===== src/rtl/nco_sel_sequencer.sv =====
// -----------------------------------------------------------------------------
// nco_sel_sequencer
//
// Waveform-select sequencer sitting in front of the NCO. Select requests come
// in over a valid/ready handshake and wait in a small circular FIFO. The head
// entry is applied to o_signal_out only when no hold is in progress. Every
// change of o_signal_out is followed by a hold of HOLD_CYCLES-1 cycles, so two
// consecutive changes are always at least HOLD_CYCLES edges apart. A queued
// select equal to the current output is dropped without starting a hold.
//
// Ports
//   i_clk          system clock, everything on posedge
//   i_reset        synchronous active-high reset
//   i_req_valid    request present
//   o_req_ready    request accepted at the next edge if i_req_valid is high
//   i_req_sel      requested waveform select
//   i_flush        empties the request queue at the next edge
//   o_signal_out   registered select driven to the NCO
//   o_sel_update   one-cycle pulse in the first cycle of a new o_signal_out
//   o_hold_active  high while a select change is being held
//   o_fifo_count   number of queued requests
//
// FSM states
//   state   | meaning
//   ST_IDLE | no hold running, head of queue may be applied
//   ST_HOLD | o_signal_out frozen, r_hold_cnt counting down to 1
// -----------------------------------------------------------------------------
module nco_sel_sequencer #(
  parameter int SELECT_WIDTH = 3,
  parameter int HOLD_CYCLES  = 32,
  parameter int FIFO_DEPTH   = 4
) (
  input  logic                             i_clk,
  input  logic                             i_reset,
  input  logic                             i_req_valid,
  output logic                             o_req_ready,
  input  logic [SELECT_WIDTH-1:0]          i_req_sel,
  input  logic                             i_flush,
  output logic [SELECT_WIDTH-1:0]          o_signal_out,
  output logic                             o_sel_update,
  output logic                             o_hold_active,
  output logic [$clog2(FIFO_DEPTH+1)-1:0]  o_fifo_count
);

  localparam int CW = $clog2(FIFO_DEPTH + 1);
  localparam int PW = $clog2(FIFO_DEPTH);
  localparam int HW = $clog2(HOLD_CYCLES);

  typedef enum logic {
    ST_IDLE = 1'b0,
    ST_HOLD = 1'b1
  } state_t;

  state_t                  r_state;
  logic [SELECT_WIDTH-1:0] r_mem [FIFO_DEPTH];
  logic [PW-1:0]           r_wr_ptr;
  logic [PW-1:0]           r_rd_ptr;
  logic [CW-1:0]           r_count;
  logic [HW-1:0]           r_hold_cnt;
  logic [SELECT_WIDTH-1:0] r_signal_out;
  logic                    r_sel_update;
  logic                    r_hold_active;

  logic                    w_push;
  logic                    w_pop;
  logic [SELECT_WIDTH-1:0] w_head;

  // Ready is based only on the current count, so a full queue refuses a
  // request even in a cycle where the head is being popped.
  assign o_req_ready = !i_reset && !i_flush && (r_count < CW'(FIFO_DEPTH));
  assign w_push      = i_req_valid && o_req_ready;
  // A flush wins over the pop scheduled for the same edge.
  assign w_pop       = (r_state == ST_IDLE) && (r_hold_cnt == '0) &&
                       (r_count != '0) && !i_flush;
  assign w_head      = r_mem[r_rd_ptr];

  // Storage needs no reset: entries are only read behind the count.
  always_ff @(posedge i_clk) begin
    if (w_push) begin
      r_mem[r_wr_ptr] <= i_req_sel;
    end
  end

  always_ff @(posedge i_clk) begin
    if (i_reset) begin
      r_wr_ptr <= '0;
      r_rd_ptr <= '0;
      r_count  <= '0;
    end else if (i_flush) begin
      r_wr_ptr <= '0;
      r_rd_ptr <= '0;
      r_count  <= '0;
    end else begin
      if (w_push) begin
        r_wr_ptr <= r_wr_ptr + PW'(1);
      end
      if (w_pop) begin
        r_rd_ptr <= r_rd_ptr + PW'(1);
      end
      case ({w_push, w_pop})
        2'b10:   r_count <= r_count + CW'(1);
        2'b01:   r_count <= r_count - CW'(1);
        default: r_count <= r_count;
      endcase
    end
  end

  always_ff @(posedge i_clk) begin
    if (i_reset) begin
      r_state       <= ST_IDLE;
      r_hold_cnt    <= '0;
      r_signal_out  <= '0;
      r_sel_update  <= 1'b0;
      r_hold_active <= 1'b0;
    end else begin
      r_sel_update <= 1'b0;
      case (r_state)
        ST_IDLE: begin
          // A popped head equal to the current output is simply consumed.
          if (w_pop && (w_head != r_signal_out)) begin
            r_signal_out  <= w_head;
            r_sel_update  <= 1'b1;
            r_hold_cnt    <= HW'(HOLD_CYCLES - 1);
            r_hold_active <= 1'b1;
            r_state       <= ST_HOLD;
          end
        end
        ST_HOLD: begin
          if (r_hold_cnt == HW'(1)) begin
            r_hold_cnt    <= '0;
            r_hold_active <= 1'b0;
            r_state       <= ST_IDLE;
          end else begin
            r_hold_cnt <= r_hold_cnt - HW'(1);
          end
        end
        default: begin
          r_state <= ST_IDLE;
        end
      endcase
    end
  end

  assign o_signal_out  = r_signal_out;
  assign o_sel_update  = r_sel_update;
  assign o_hold_active = r_hold_active;
  assign o_fifo_count  = r_count;

endmodule

===== config.mk =====
export PLATFORM = sky130hd
export DESIGN_NAME = nco_sel_sequencer
export DESIGN_NICKNAME = d
export VERILOG_FILES = /design/src/rtl/nco_sel_sequencer.sv
export SDC_FILE = /design/constraint.sdc
export NUM_CORES = 1
export LEC_CHECK = 0
export ABC_AREA = 1
export CAP_MARGIN = 30
export CELL_PAD_IN_SITES_DETAIL_PLACEMENT = 1
export CELL_PAD_IN_SITES_GLOBAL_PLACEMENT = 1
export CORE_MARGIN = 5
export CORE_UTILIZATION = 42
export DETAILED_ROUTE_END_ITERATION = 6
export PLACE_DENSITY_LB_ADDON = 0.1
export SYNTH_ARGS = -nofsm -noshare
export SYNTH_HDL_FRONTEND = slang
export SYNTH_SLANG_ARGS = --single-unit

===== constraint.sdc =====
create_clock -name i_clk -period 2.4 [get_ports i_clk]
set_input_delay 0.36 -clock i_clk [delete_from_list [all_inputs] [get_ports i_clk]]
set_output_delay 0.36 -clock i_clk [all_outputs]
set_load 0.02 [all_outputs]

; ---- Word-level counts from Yosys, hierarchy flattened
; Memories as Yosys holds them, arrays and structs flattened. A register that Yosys moved wholly into a read port is not among the register bits.
; Index checks and enable logic that the tools add are counted.
[op_classes]
add_sub_neg = 5
multipliers = 0
n_div = 0
n_lt_le_gt_ge = 1
n_eq_ne = 6
shifts = 0
n_mux = 14
bitwise_logic = 1
reduce_logical = 16
[ops]
columns = operator, n
row1 = $mux W5, 2
row2 = $pmux W5 S2, 1
row3 = $logic_and A1 B1 Y1, 7
row4 = $mux W1, 6
row5 = $pmux W3 S2, 1
row6 = $eq A5 B1 Y1 const B, 1
row7 = $logic_not A5 Y1, 1
row8 = $sub A5 B1 Y5 const B, 1
row9 = $add A2 B1 Y2 const B, 2
row10 = $mux W2, 2
row11 = $ne A2 B1 Y1 const B, 2
row12 = $pmux W1 S2, 2
row13 = $reduce_and A2 Y1, 2
row14 = $reduce_or A2 Y1, 2
row15 = $add A3 B1 Y3 const B, 1
row16 = $lt A3 B3 Y1 const B, 1
row17 = $ne A3 B3 Y1, 1
row18 = $reduce_bool A3 Y1, 1
row19 = $sub A3 B1 Y3 const B, 1
row20 = $eq A2 B1 Y1 const B, 1
row21 = $eq A2 B2 Y1 const B, 1
row22 = $logic_not A1 Y1, 2
row23 = $reduce_bool A2 Y1, 1
row24 = $not A1 Y1, 1
[word_totals]
register_bits = 18
latch_bits = 0
ramBits = 12
rom_bits = 0
input_bits = 7
out_inout_bits = 9
mem_count = 1
[memory_table]
columns = name, words, word_bits, rd, rd_ports_with_merged_regs, wr, line_no
row1 = r_mem, 4, 3, 1, 1, 1, 55  ; logic [SELECT_WIDTH-1:0] r_mem [FIFO_DEPTH];

; ---- Logic depth before layout (Yosys ltp)
; Gate-level depths: netlist of run 1.
[depth]
depth_word = 7
ltp_mapped = 13

; ---- Worst setup path before layout of run 1
; No wires, ideal clock.
[synth_path]
path_kind = reg-to-reg
from = register r_count[2] (netlist: o_fifo_count[2])
to = register r_count[2] (netlist: o_fifo_count[2])
t_arrival_ps = 2135
slack_ps = 149
path_stages_with_launch = 10
path_buffers = 0
cell_sequence = dfxtp_1 -> nor3_1 -> nand2_1 -> ha_1 -> inv_1 -> fa_1 -> a21oi_1 -> o21ai_0 -> xor2_1 -> nor3_1
[synth_via]
elab_chain_cells = 5
word_cells_on_any_way = 12
cone_classes = 2 x add/sub / 1 x order compare / 2 x eq/ne / 1 x mux / 6 x reduce/logical
[synth_rtl]
columns = item, line_no
row1 = start: declaration, 58  ; logic [CW-1:0] r_count;
row2 = start signal: assignment, 101  ; 2'b10: r_count <= r_count + CW'(1);
row3 = start signal: assignment, 102  ; 2'b01: r_count <= r_count - CW'(1);
row4 = start signal: assignment, 103  ; default: r_count <= r_count;
row5 = $lt A3 B3 Y1 *, 70  ; assign o_req_ready = !i_reset && !i_flush && (r_count < CW'(FIFO_DEPTH));
row6 = $logic_and A1 B1 Y1 *, 70
row7 = net o_req_ready, 36  ; output logic o_req_ready,
row8 = $logic_and A1 B1 Y1 *, 71  ; assign w_push = i_req_valid && o_req_ready;
row9 = $eq A2 B1 Y1 or $eq A2 B2 Y1 (tied branches), 100  ; case ({w_push, w_pop})
row10 = $pmux W3 S2 or $reduce_bool A2 Y1 (tied branches), -
; Mark *: on every way through the listed nets, which the timed path passes. The rest lies on a longest branch.
; A chain may end at the register's enable or synchronous reset.

; ---- Worst setup path after layout of run 1
[layout_path]
from = register r_hold_cnt[0]
to = register r_count[2] (netlist: o_fifo_count[2])
[layout_via]
elab_chain_cells = 6
word_cells_on_any_way = 8
cone_classes = 2 x eq/ne / 1 x mux / 5 x reduce/logical
[layout_rtl]
columns = item, line_no
row1 = start: declaration, 59  ; logic [HW-1:0] r_hold_cnt;
row2 = start signal: assignment, 123  ; r_hold_cnt <= HW'(HOLD_CYCLES - 1);
row3 = start signal: assignment, 134  ; r_hold_cnt <= r_hold_cnt - HW'(1);
row4 = $logic_not A5 Y1 *, 73  ; assign w_pop = (r_state == ST_IDLE) && (r_hold_cnt == '0) &&
row5 = $logic_and A1 B1 Y1 * (2 in a row), 73
row6 = $logic_and A1 B1 Y1 *, 74  ; (r_count != '0) && !i_flush;
row7 = net w_pop, 65  ; logic w_pop;
row8 = $eq A2 B1 Y1 or $eq A2 B2 Y1 (tied branches), 100
row9 = $pmux W3 S2 or $reduce_bool A2 Y1 (tied branches), -
; Marks and branches as above.

==> summary.md, run 1 <==
| Metric | Value |
|---|---|
| Layout-stage area growth over the synthesis result | `22.6%` |
| Number of distinct library cell variants in the gate-level netlist after synthesis | `23` |
| Number of nets in the layout | `213` |
| XOR/XNOR share of the synthesized area | `0.0175` |
| Antenna violations before repair | `0` |
| Worst-case clock buffer depth | `2` |
| Deepest level of the CTS H-tree | `2` |
| Cell taking the most area after synthesis | `sky130_fd_sc_hd__dfxtp_1` |
| Critical path start-end classification | `reg2reg` |
| Quantity of I/O buffers inserted on ports | `15` |
| CP arrival | `2.55 ns` |
| VDD IR-drop max | `397 µV` |
| Largest fanout of any net on the critical path | `4` |
| First-pass GRT wire length | `5470 µm` |
| Total placed cells including tap cells | `233` |
| Hpwl dp | `2450 µm` |
| Timing-limited maximum frequency | `0.438 GHz` |
| Flops & latches, synth | `32` |
| Total number of vias | `1150` |
| Proportion of netlist area held by the largest area contributor | `0.266` |
| Cell Area, Synth | `0.00150 mm²` |
| Insertion delay of the later-clocked pin in the worst-skew pair | `0.33 ns` |
| Crit path time final | `2.28 ns` |
| Synthesized-area fraction occupied by ao, oa, aoi and oai cells | `0.0724` |
| Number of remaining DRC errors | `0` |
| Antenna diodes | `0` |
| CTS tree | `yes` |
| Mean routed wirelength per cell | `13.6 µm` |
| Crit path required time | `2.67 ns` |
| Average cell area after synthesis | `8.84 µm²` |
| Share of the clock period used by the worst path after layout | `0.950` |
| Via count of the first global-routing pass | `1210` |
| Leakage power | `0.775 nW` |
| Routability cong. | `0.744` |
| Total of max-cap violations | `0` |
| I/O pin count | `16` |
| Worst hold slack after final layout | `0.461 ns` |
| First-pass iteration count of the detailed router | `4` |
| Setup tns final | `0 ns` |
| Count of yosys warnings during synthesis | `0` |
| Post-synthesis adder-cell area fraction | `0.0799` |
| Pin count of the biggest net entering global routing | `15` |
| Endpoints failing setup | `0` |
| Via density | `4.71` |
| Cell count after synthesis | `170` |
| Clock skew | `0.00498 ns` |
| Fraction of layout cells with a size suffix above 1 | `0.187` |
| DR iter-0 viols | `37` |
| Run status | `finished, final reports clean` |
| Worst-margin pin slew | `0.534 ns` |
| DIE HEIGHT | `69.8 µm` |
| Dominant combinational cell family by area after synthesis | `simple AND/OR/NAND/NOR gates` |
| Area contributors post-synth | `sky130_fd_sc_hd__dfxtp_1 27%, sky130_fd_sc_hd__edfxtp_1 24%, sky130_fd_sc_hd__nand2_1 9.0%, sky130_fd_sc_hd__inv_1 7.0%, sky130_fd_sc_hd__ha_1 6.7%` |
| Power density normalized to cell area | `627 mW/mm²` |
| Total wirelength of the detailed-routed design | `3320 µm` |
| Total congestion overflow after global routing | `0` |
| Synthesized net count | `186` |
| Multiplexer area fraction after synthesis | `0` |
| Clock transition at the registers of the reported paths | `0.11 ns` |
| Post-CTS Hold Buffers | `0` |
| Width of the die | `69.8 µm` |
| Endpoint class of the critical path | `flop` |
| Die area | `0.00487 mm²` |
| Final core utilization | `0.543` |
| Std-Cell Rows | `21` |
| Total global-route track usage | `0.141` |
| Worst min path class | `reg2reg` |
| Relative slew slack | `0.642` |
| Total count of hold-check failures in the final report | `0` |
| Core region area | `0.00339 mm²` |
| Cell Count, Final, Fillers Out | `244` |
| TritonCTS sink count | `32` |
| Startpoint class of the critical path | `flop` |
| Total clock buffers created by CTS | `5` |
| Final antenna-violating net count | `0` |
| Basic-gate share of the synthesized area counting and, or, nand and nor cells | `0.236` |
| Sequential cell area fraction in the yosys report | `0.506` |
| Pins Over Slew Limit | `0` |
| Root Buffer | `sky130_fd_sc_hd__clkbuf_4` |
| Initial cell density of the core | `0.443` |
==> through the flow <==
step                instance area (µm²)  power, mW  worst slack (ns)
floorplan                          1500      0.689             0.149
global placement                   1710      0.731             0.153
detailed placement                 1710      0.739           -0.0434
CTS                                1790       1.15           0.00404
global route                       1840       1.21           -0.0950
finish                             1840       1.15             0.119
==> layer usage <==
| metal | global-route usage | wire, µm |
|---|---|---|
| met5 | 0 | 0 |
| met4 | 0.0447 | 42 |
| met3 | 0.0493 | 104 |
| met2 | 0.249 | 1710 |
| met1 | 0.158 | 1460 |
==> path summary, 6_finish.rpt <==
path / startpoint / end / slack (ns) / depth (start not counted)
min: o_hold_active$_SDFFE_PP0P_ / o_hold_active$_SDFFE_PP0P_ / 0.46 / 2
max reg2reg: r_hold_cnt[0]$_SDFFE_PP0P_ / o_fifo_count[2]$_SDFFE_PP0P_ / 0.12 / 13
max: r_hold_cnt[0]$_SDFFE_PP0P_ / o_fifo_count[2]$_SDFFE_PP0P_ / 0.12 / 13
min reg2reg: o_hold_active$_SDFFE_PP0P_ / o_hold_active$_SDFFE_PP0P_ / 0.46 / 2
==> sequential cells by signal (all words and copies together) (netlist names), named ones only <==
name / count
o_sel_update: 1
r_state: 1
r_rd_ptr: 2
o_hold_active: 1
r_hold_cnt: 5
o_signal_out: 3
r_wr_ptr: 2
r_mem: 12
o_fifo_count: 3
==> cells by family (layout without fill, tap and decap cells) <==
| group | after synthesis | count (layout) |
|---|---|---|
| simple gates | 75 | 75 |
| buf+inv | 31 | 59 |
| flops | 32 | 32 |
| xor+xnor | 3 | 3 |
| compound gates | 20 | 20 |
| fa+ha+maj | 9 | 9 |
==> synthesized netlist by cell type, drive strengths merged <==
library cell,instances
nand2,37
inv,30
dfxtp,20
nor2,18
nand3,15
a21oi,12
edfxtp,12
ha,8
o21ai,6
nor3,3
xor2,2
a31oi,1
buf,1
fa,1
nand4,1
o31ai,1
or2,1
xnor2,1
==> placed cells by master (no fill, tap or decap), types with 2 or more instances in the layout <==
cell type / instances
sky130_fd_sc_hd__nor2_1: 11
sky130_fd_sc_hd__nor3_1: 3
sky130_fd_sc_hd__buf_4: 6
sky130_fd_sc_hd__a21oi_1: 11
sky130_fd_sc_hd__nand3_1: 12
sky130_fd_sc_hd__dfxtp_1: 19
sky130_fd_sc_hd__ha_1: 6
sky130_fd_sc_hd__clkbuf_4: 5
sky130_fd_sc_hd__xor2_1: 2
sky130_fd_sc_hd__inv_1: 26
sky130_fd_sc_hd__nand3_2: 3
sky130_fd_sc_hd__o21ai_0: 5
sky130_fd_sc_hd__clkdlybuf4s50_1: 15
sky130_fd_sc_hd__edfxtp_1: 12
sky130_fd_sc_hd__nand2_1: 36
sky130_fd_sc_hd__nor2_2: 6
sky130_fd_sc_hd__inv_2: 4
==> repair_timing <==
action,4_1_cts,5_1_grt
gates resized for setup,0,10
buffers inserted,0,3
setup endpoints to repair,0,1
==> layout make-up <==
cell class | instances | area (µm²)
clock buffer | 5 | 37.5
clock inverter | 3 | 42.5
fill | 418 | 1550
inverter | 30 | 113
multi-input combinational | 107 | 634
sequential | 32 | 762
tap | 46 | 57.6
timing repair buffer | 21 | 195
==> power breakdown <==
group / internal, mW / switching (mW) / leakage, nW
registers: 0.580 / 0.0130 / 0.271
logic: 0.0623 / 0.0821 / 0.463
clock network: 0.217 / 0.200 / 0.0412
total: 0.859 / 0.296 / 0.775
==> worst max-delay path, cell delays in order, from the launching register on <==
cell and delay, ns:
sky130_fd_sc_hd__dfxtp_2 0.36, sky130_fd_sc_hd__inv_2 0.08, sky130_fd_sc_hd__ha_2 0.17, sky130_fd_sc_hd__nand2_1 0.05, sky130_fd_sc_hd__nor2_1 0.10, sky130_fd_sc_hd__nand3_1 0.12, sky130_fd_sc_hd__nor2_4 0.19, sky130_fd_sc_hd__ha_4 0.15
sky130_fd_sc_hd__inv_2 0.05, sky130_fd_sc_hd__fa_2 0.38, sky130_fd_sc_hd__a21oi_2 0.16, sky130_fd_sc_hd__o21ai_2 0.08, sky130_fd_sc_hd__xor2_1 0.16, sky130_fd_sc_hd__nor3_1 0.16
(Power assumes the default switching activity.)
==> run 2: changes to the inputs <==
--- a/config.mk
+++ b/config.mk
@@ -9,10 +9,11 @@
 export CAP_MARGIN = 30
 export CELL_PAD_IN_SITES_DETAIL_PLACEMENT = 1
 export CELL_PAD_IN_SITES_GLOBAL_PLACEMENT = 1
-export CORE_MARGIN = 5
+export CORE_MARGIN = 2
 export CORE_UTILIZATION = 42
+export CTS_CLUSTER_SIZE = 16
 export DETAILED_ROUTE_END_ITERATION = 6
-export PLACE_DENSITY_LB_ADDON = 0.1
+export PLACE_DENSITY = 0.79
 export SYNTH_ARGS = -nofsm -noshare
 export SYNTH_HDL_FRONTEND = slang
 export SYNTH_SLANG_ARGS = --single-unit
==> summary.md, run 2 (synthesis results as in run 1) <==
| Metric | Value |
|---|---|
| Beginning of the worst register-to-register path | `r_hold_cnt[0]$_SDFFE_PP0P_` |
| VDD IR-drop max | `311 µV` |
| Path depth of the worst reg2reg path | `13` |
| Post-CTS Hold Buffers | `0` |
| Largest register FFs | `12` |
| Die area | `0.00407 mm²` |
| Power density normalized to cell area | `568 mW/mm²` |
| Critical path start-end classification | `reg2reg` |
| Number of gates resized after cts | `0` |
| Endpoint class of the critical path | `flop` |
| Root Buffer | `sky130_fd_sc_hd__clkbuf_4` |
| Number of nets in the layout | `212` |
| Insertion delay of the later-clocked pin in the worst-skew pair | `0.32 ns` |
| Total number of vias | `1190` |
| Total wirelength of the detailed-routed design | `3190 µm` |
| I/O pin count | `16` |
| CP arrival | `2.53 ns` |
| Total global-route track usage | `0.176` |
| Largest fanout of any net on the critical path | `4` |
| Worst setup slack for register-to-register paths | `0.13 ns` |
| Fraction of layout cells with a size suffix above 1 | `0.127` |
| Initial cell density of the core | `0.443` |
| Antenna violations before repair | `0` |
| Launch point of the worst path | `r_hold_cnt[0]$_SDFFE_PP0P_` |
| Number of buffers and inverters on the critical path | `2` |
| Crit path required time | `2.65 ns` |
| Total congestion overflow after global routing | `0` |
| Terminating pin of the worst hold path | `o_hold_active$_SDFFE_PP0P_` |
| Worst min path class | `reg2reg` |
| Clock skew | `0.00978 ns` |
| Final antenna-violating net count | `0` |
| Relative slew slack | `0.594` |
| Total of max-cap violations | `0` |
| Layout-stage area growth over the synthesis result | `18.2%` |
| Core region area | `0.00339 mm²` |
| Number of fill cells | `414` |
| DR iter-0 viols | `27` |
| Timing-limited maximum frequency | `0.440 GHz` |
| Mean routed wirelength per cell | `13.1 µm` |
| Total count of hold-check failures in the final report | `0` |
| Hpwl dp | `2560 µm` |
| Worst-margin pin slew | `0.605 ns` |
| DIE HEIGHT | `63.8 µm` |
| Biggest registers after layout | `r_mem: 12 flops, r_hold_cnt: 5 flops` |
| Largest stage delay on the critical path | `0.38 ns` |
| Most common cell after layout, fill and taps aside | `sky130_fd_sc_hd__nand2_1` |
| Deepest level of the CTS H-tree | `2` |
| Clock transition at the registers of the reported paths | `0.09 ns` |
| Cell type of the slowest stage on the worst timing path | `sky130_fd_sc_hd__fa_1` |
| Number of remaining DRC errors | `0` |
| Share of the clock period used by the worst path after layout | `0.947` |
| TritonCTS sink count | `32` |
| Setup tns final | `0 ns` |
| Antenna diodes | `0` |
| Most flop-heavy register | `r_mem` |
| Routability cong. | `0.716` |
| Quantity of I/O buffers inserted on ports | `15` |
| Via density | `4.90` |
| Top library cells by usage in the layout, fill and taps aside | `36 x sky130_fd_sc_hd__nand2_1, 28 x sky130_fd_sc_hd__inv_1, 20 x sky130_fd_sc_hd__dfxtp_1` |
| Placement Setup Slack | `-0.00582 ns` |
| Least setup slack across all paths after layout | `0.128 ns` |
| First-pass iteration count of the detailed router | `4` |
| Leakage power | `0.754 nW` |
| Total clock buffers created by CTS | `5` |
| Hold_sp | `o_hold_active$_SDFFE_PP0P_` |
| First-pass GRT wire length | `5570 µm` |
| Endpoints failing setup | `0` |
| Worst-case clock buffer depth | `2` |
| CTS tree | `yes` |
| Post CTS Setup Buffer Count | `0` |
| Run status | `finished, final reports clean` |
| Std-Cell Rows | `21` |
| Cell count of the worst hold path | `2` |
| Critical-path cell list | `inv_1, ha_1, nand2_1, nor2_1, nand3_1, nor2_4, ha_1, inv_1, fa_1, a21oi_1, o21ai_0, xor2_1, nor3_1` |
| Pin count of the biggest net entering global routing | `15` |
| Top Family by Delay on Critical Path | `adder cells` |
| Width of the die | `63.8 µm` |
| Crit path time final | `2.27 ns` |
| Reg2reg end | `o_fifo_count[2]$_SDFFE_PP0P_` |
| Pins Over Slew Limit | `0` |
| Via count of the first global-routing pass | `1248` |
| Startpoint class of the critical path | `flop` |
run 2: cell types whose count changed in the layout (fill, tap and decap cells not counted), moves of 2 or more:
cell / change
sky130_fd_sc_hd__inv_2: -2
sky130_fd_sc_hd__ha_1: +2
sky130_fd_sc_hd__inv_1: +2
sky130_fd_sc_hd__clkbuf_1: +2
run 2: worst max-delay path by stage:
| stage | end | slack, ns | depth (start not counted) |
|---|---|---|---|
| after CTS | o_fifo_count[2]$_SDFFE_PP0P_ | 0.07 | 13 |
| final | o_fifo_count[2]$_SDFFE_PP0P_ | 0.13 | 13 |
| after global placement | o_fifo_count[2]$_SDFFE_PP0P_ | 0.16 | 10 |
| after detailed placement | o_fifo_count[2]$_SDFFE_PP0P_ | -0.006 | 10 |
| after floorplan | o_fifo_count[2]$_SDFFE_PP0P_ | 0.15 | 9 |
| after global routing | o_fifo_count[2]$_SDFFE_PP0P_ | -0.03 | 13 |
run 2: layout make-up:
class                           instances  area [µm²]  share of cell area
Sequential cell                        32         761               0.428
Multi-Input combinational cell        107         609               0.343
Timing Repair Buffer                   20         188               0.106
Inverter                               30         113              0.0634
Tap cell                               46        57.6              0.0324
Clock buffer                            7        45.0              0.0254
Clock inverter                          1        3.75             0.00211
run 2: report_power, final:
group          internal [mW]  switching [mW]
Sequential             0.579          0.0127
Combinational         0.0573          0.0803
Clock                  0.112           0.167
run 2: metal layers:
metal  GRT usage  vias up  wire, µm
met4      0.0652        0        47
met2       0.324       19      1740
met3      0.0352        5       104
met5           0        -         0
li1            -      592         -
met1       0.199      574      1300
run 2: metrics by stage:
step	area [µm²]	hold slack, ns	power [mW]	util	instances
after floorplan	1500	0.432	0.689	-	170
after global placement	1710	0.442	0.730	0.505	233
after detailed placement	1710	0.448	0.741	0.505	233
after CTS	1760	0.461	1.02	0.520	241
after global routing	1780	0.489	1.07	0.524	243
final	1780	0.456	1.01	0.524	243
run 2: tightest hold or removal path: stages (launching register included):
cell and delay [ns]:
sky130_fd_sc_hd__dfxtp_1 0.31, sky130_fd_sc_hd__inv_1 0.05, sky130_fd_sc_hd__a21oi_1 0.05
==> run 3: changes to the inputs <==
--- a/config.mk
+++ b/config.mk
@@ -13,7 +13,9 @@
 export CORE_UTILIZATION = 42
 export CTS_CLUSTER_SIZE = 16
 export DETAILED_ROUTE_END_ITERATION = 6
+export GPL_TIMING_DRIVEN = 0
 export PLACE_DENSITY = 0.79
+export SETUP_SLACK_MARGIN = 0.4
 export SYNTH_ARGS = -nofsm -noshare
 export SYNTH_HDL_FRONTEND = slang
 export SYNTH_SLANG_ARGS = --single-unit
==> summary.md, run 3 (synthesis results as in run 1) <==
| Metric | Value |
|---|---|
| Run status | `finished, final reports clean` |
| Most common cell after layout, fill and taps aside | `sky130_fd_sc_hd__nand2_1` |
| Most flop-heavy register | `r_mem` |
| Total number of vias | `1211` |
| Clock skew | `0.00551 ns` |
| CTS tree | `yes` |
| Final antenna-violating net count | `0` |
| Antenna violations before repair | `0` |
| Crit path time final | `2.10 ns` |
| Fraction of layout cells with a size suffix above 1 | `0.224` |
| Setup tns final | `0 ns` |
| Endpoints failing setup | `0` |
| Top Family by Delay on Critical Path | `adder cells` |
| Critical path start-end classification | `reg2reg` |
| Post-CTS Hold Buffers | `0` |
| Largest fanout of any net on the critical path | `2` |
| Number of nets in the layout | `216` |
| Share of the clock period used by the worst path after layout | `0.873` |
| Root Buffer | `sky130_fd_sc_hd__clkbuf_4` |
| VDD IR-drop max | `362 µV` |
| Placement Setup Slack | `-0.115 ns` |
| Layout-stage area growth over the synthesis result | `25.6%` |
| Worst-case clock buffer depth | `2` |
| Worst min path class | `reg2reg` |
| Pins Over Slew Limit | `0` |
| Internal Pwr Total | `0.766 mW` |
| Routability cong. | `0.741` |
| Clock power frac | `0.270` |
| DIE HEIGHT | `63.8 µm` |
| Largest stage delay on the critical path | `0.34 ns` |
| DR iter-0 viols | `32` |
| Std-Cell Rows | `21` |
| Total clock buffers created by CTS | `5` |
| Area taken by multi-input logic gates | `672 µm²` |
| Deepest level of the CTS H-tree | `2` |
| Hpwl dp | `2510 µm` |
| Quantity of I/O buffers inserted on ports | `15` |
| Biggest registers after layout | `r_mem: 12 flops, r_hold_cnt: 5 flops` |
| Final core utilization | `0.557` |
| I/O pin count | `16` |
| Relative slew slack | `0.588` |
| Endpoint class of the critical path | `flop` |
| Sw power | `0.286 mW` |
| Total wirelength of the detailed-routed design | `3830 µm` |
| Top library cells by usage in the layout, fill and taps aside | `34 x sky130_fd_sc_hd__nand2_1, 25 x sky130_fd_sc_hd__inv_1, 17 x sky130_fd_sc_hd__dfxtp_1` |
| Number of fill cells | `401` |
| Timing-limited maximum frequency | `0.477 GHz` |
| Sequential share of power | `0.565` |
| Number of remaining DRC errors | `0` |
| Pin count of the biggest net entering global routing | `11` |
| Number of buffers and inverters on the critical path | `3` |
| Largest register FFs | `12` |
| Total global-route track usage | `0.202` |
| Critical-path cell list | `inv_2, ha_4, nand2_4, nor2_4, nand3_2, nor2_4, ha_4, inv_4, fa_2, buf_4, o21ai_2, xor2_1, nor3_1` |
| Via density | `4.90` |
| Unrepaired setup endpoints after global routing | `true` |
| Leakage power | `0.790 nW` |
| Least setup slack across all paths after layout | `0.304 ns` |
| Total count of hold-check failures in the final report | `0` |
| Fraction of power spent switching nets | `0.271` |
| Startpoint class of the critical path | `flop` |
| Core region area | `0.00339 mm²` |
| Total of max-cap violations | `0` |
| Width of the die | `63.8 µm` |
| Insertion delay of the later-clocked pin in the worst-skew pair | `0.32 ns` |
| Die area | `0.00407 mm²` |
| Worst-margin pin slew | `0.615 ns` |
| Clock transition at the registers of the reported paths | `0.09 ns` |
| First-pass GRT wire length | `6250 µm` |
| Via count of the first global-routing pass | `1298` |
| Cell type of the slowest stage on the worst timing path | `sky130_fd_sc_hd__dfxtp_2` |
| TritonCTS sink count | `32` |
| Mean routed wirelength per cell | `15.5 µm` |
| CP arrival | `2.30 ns` |
| Crit path required time | `2.60 ns` |
| Total congestion overflow after global routing | `0` |
| Antenna diodes | `0` |
| Register area | `764 µm²` |
| Combinational Power Share | `0.165` |
| Initial cell density of the core | `0.443` |
| Power density normalized to cell area | `558 mW/mm²` |
| First-pass iteration count of the detailed router | `3` |
## run 3: cell types whose count changed in the layout (fill, tap and decap cells not counted), sizes merged
cell | previous run | this run
buf | 5 | 9
dlygate4sd2 | 0 | 1
clkdlybuf4s50 | 15 | 14
## run 3: area by class of cell
class                      instances  share of cell area
buffer                             1              0.0106
multi-input combinational        107               0.356
timing repair buffer              23               0.111
clock inverter                     1             0.00199
tap                               46              0.0305
sequential                        32               0.405
inverter                          30              0.0610
clock buffer                       7              0.0239
## run 3: metrics by stage
stage | cell area [µm²] | hold WS [ns] | std cells | total power [mW]
floorplan | 1520 | 0.432 | 170 | 0.691
global placement | 1720 | 0.428 | 231 | 0.731
detailed placement | 1720 | 0.459 | 231 | 0.741
CTS | 1860 | 0.473 | 245 | 1.05
global route | 1890 | 0.486 | 247 | 1.11
finish | 1890 | 0.462 | 247 | 1.05
## run 3: power groups by stage
stage	registers (mW)	clock network [mW]	logic, mW
final	0.594	0.284	0.174
after global routing	0.596	0.323	0.191
after CTS	0.593	0.299	0.158
after detailed placement	0.605	0	0.136
after global placement	0.604	0	0.127
after floorplan	0.608	0	0.0823
## run 3: worst paths after layout
kind	start	to	slack, ns	depth (start not counted)
max	r_hold_cnt[0]$_SDFFE_PP0P_	o_fifo_count[2]$_SDFFE_PP0P_	0.30	13
min	o_fifo_count[0]$_SDFFE_PP0P_	o_fifo_count[0]$_SDFFE_PP0P_	0.46	1
max reg2reg	r_hold_cnt[0]$_SDFFE_PP0P_	o_fifo_count[2]$_SDFFE_PP0P_	0.30	13
min reg2reg	o_fifo_count[0]$_SDFFE_PP0P_	o_fifo_count[0]$_SDFFE_PP0P_	0.46	1
## run 3: metal layers
metal	up-vias	wire length [µm]	track usage	share of wire
li1	599	-	-	-
met1	583	1570	0.232	0.41
met2	20	2070	0.367	0.54
met3	9	103	0.0511	0.027
met4	0	80	0.0571	0.021
met5	-	0	0	0
## run 3: what timing repair did
action | 4_1_cts | 5_1_grt
setup endpoints to repair | 3 | 1
resized for setup | 12 | 3
buffers inserted | 6 | 2
pin swaps | 8 | 8
cloned | 0 | 0
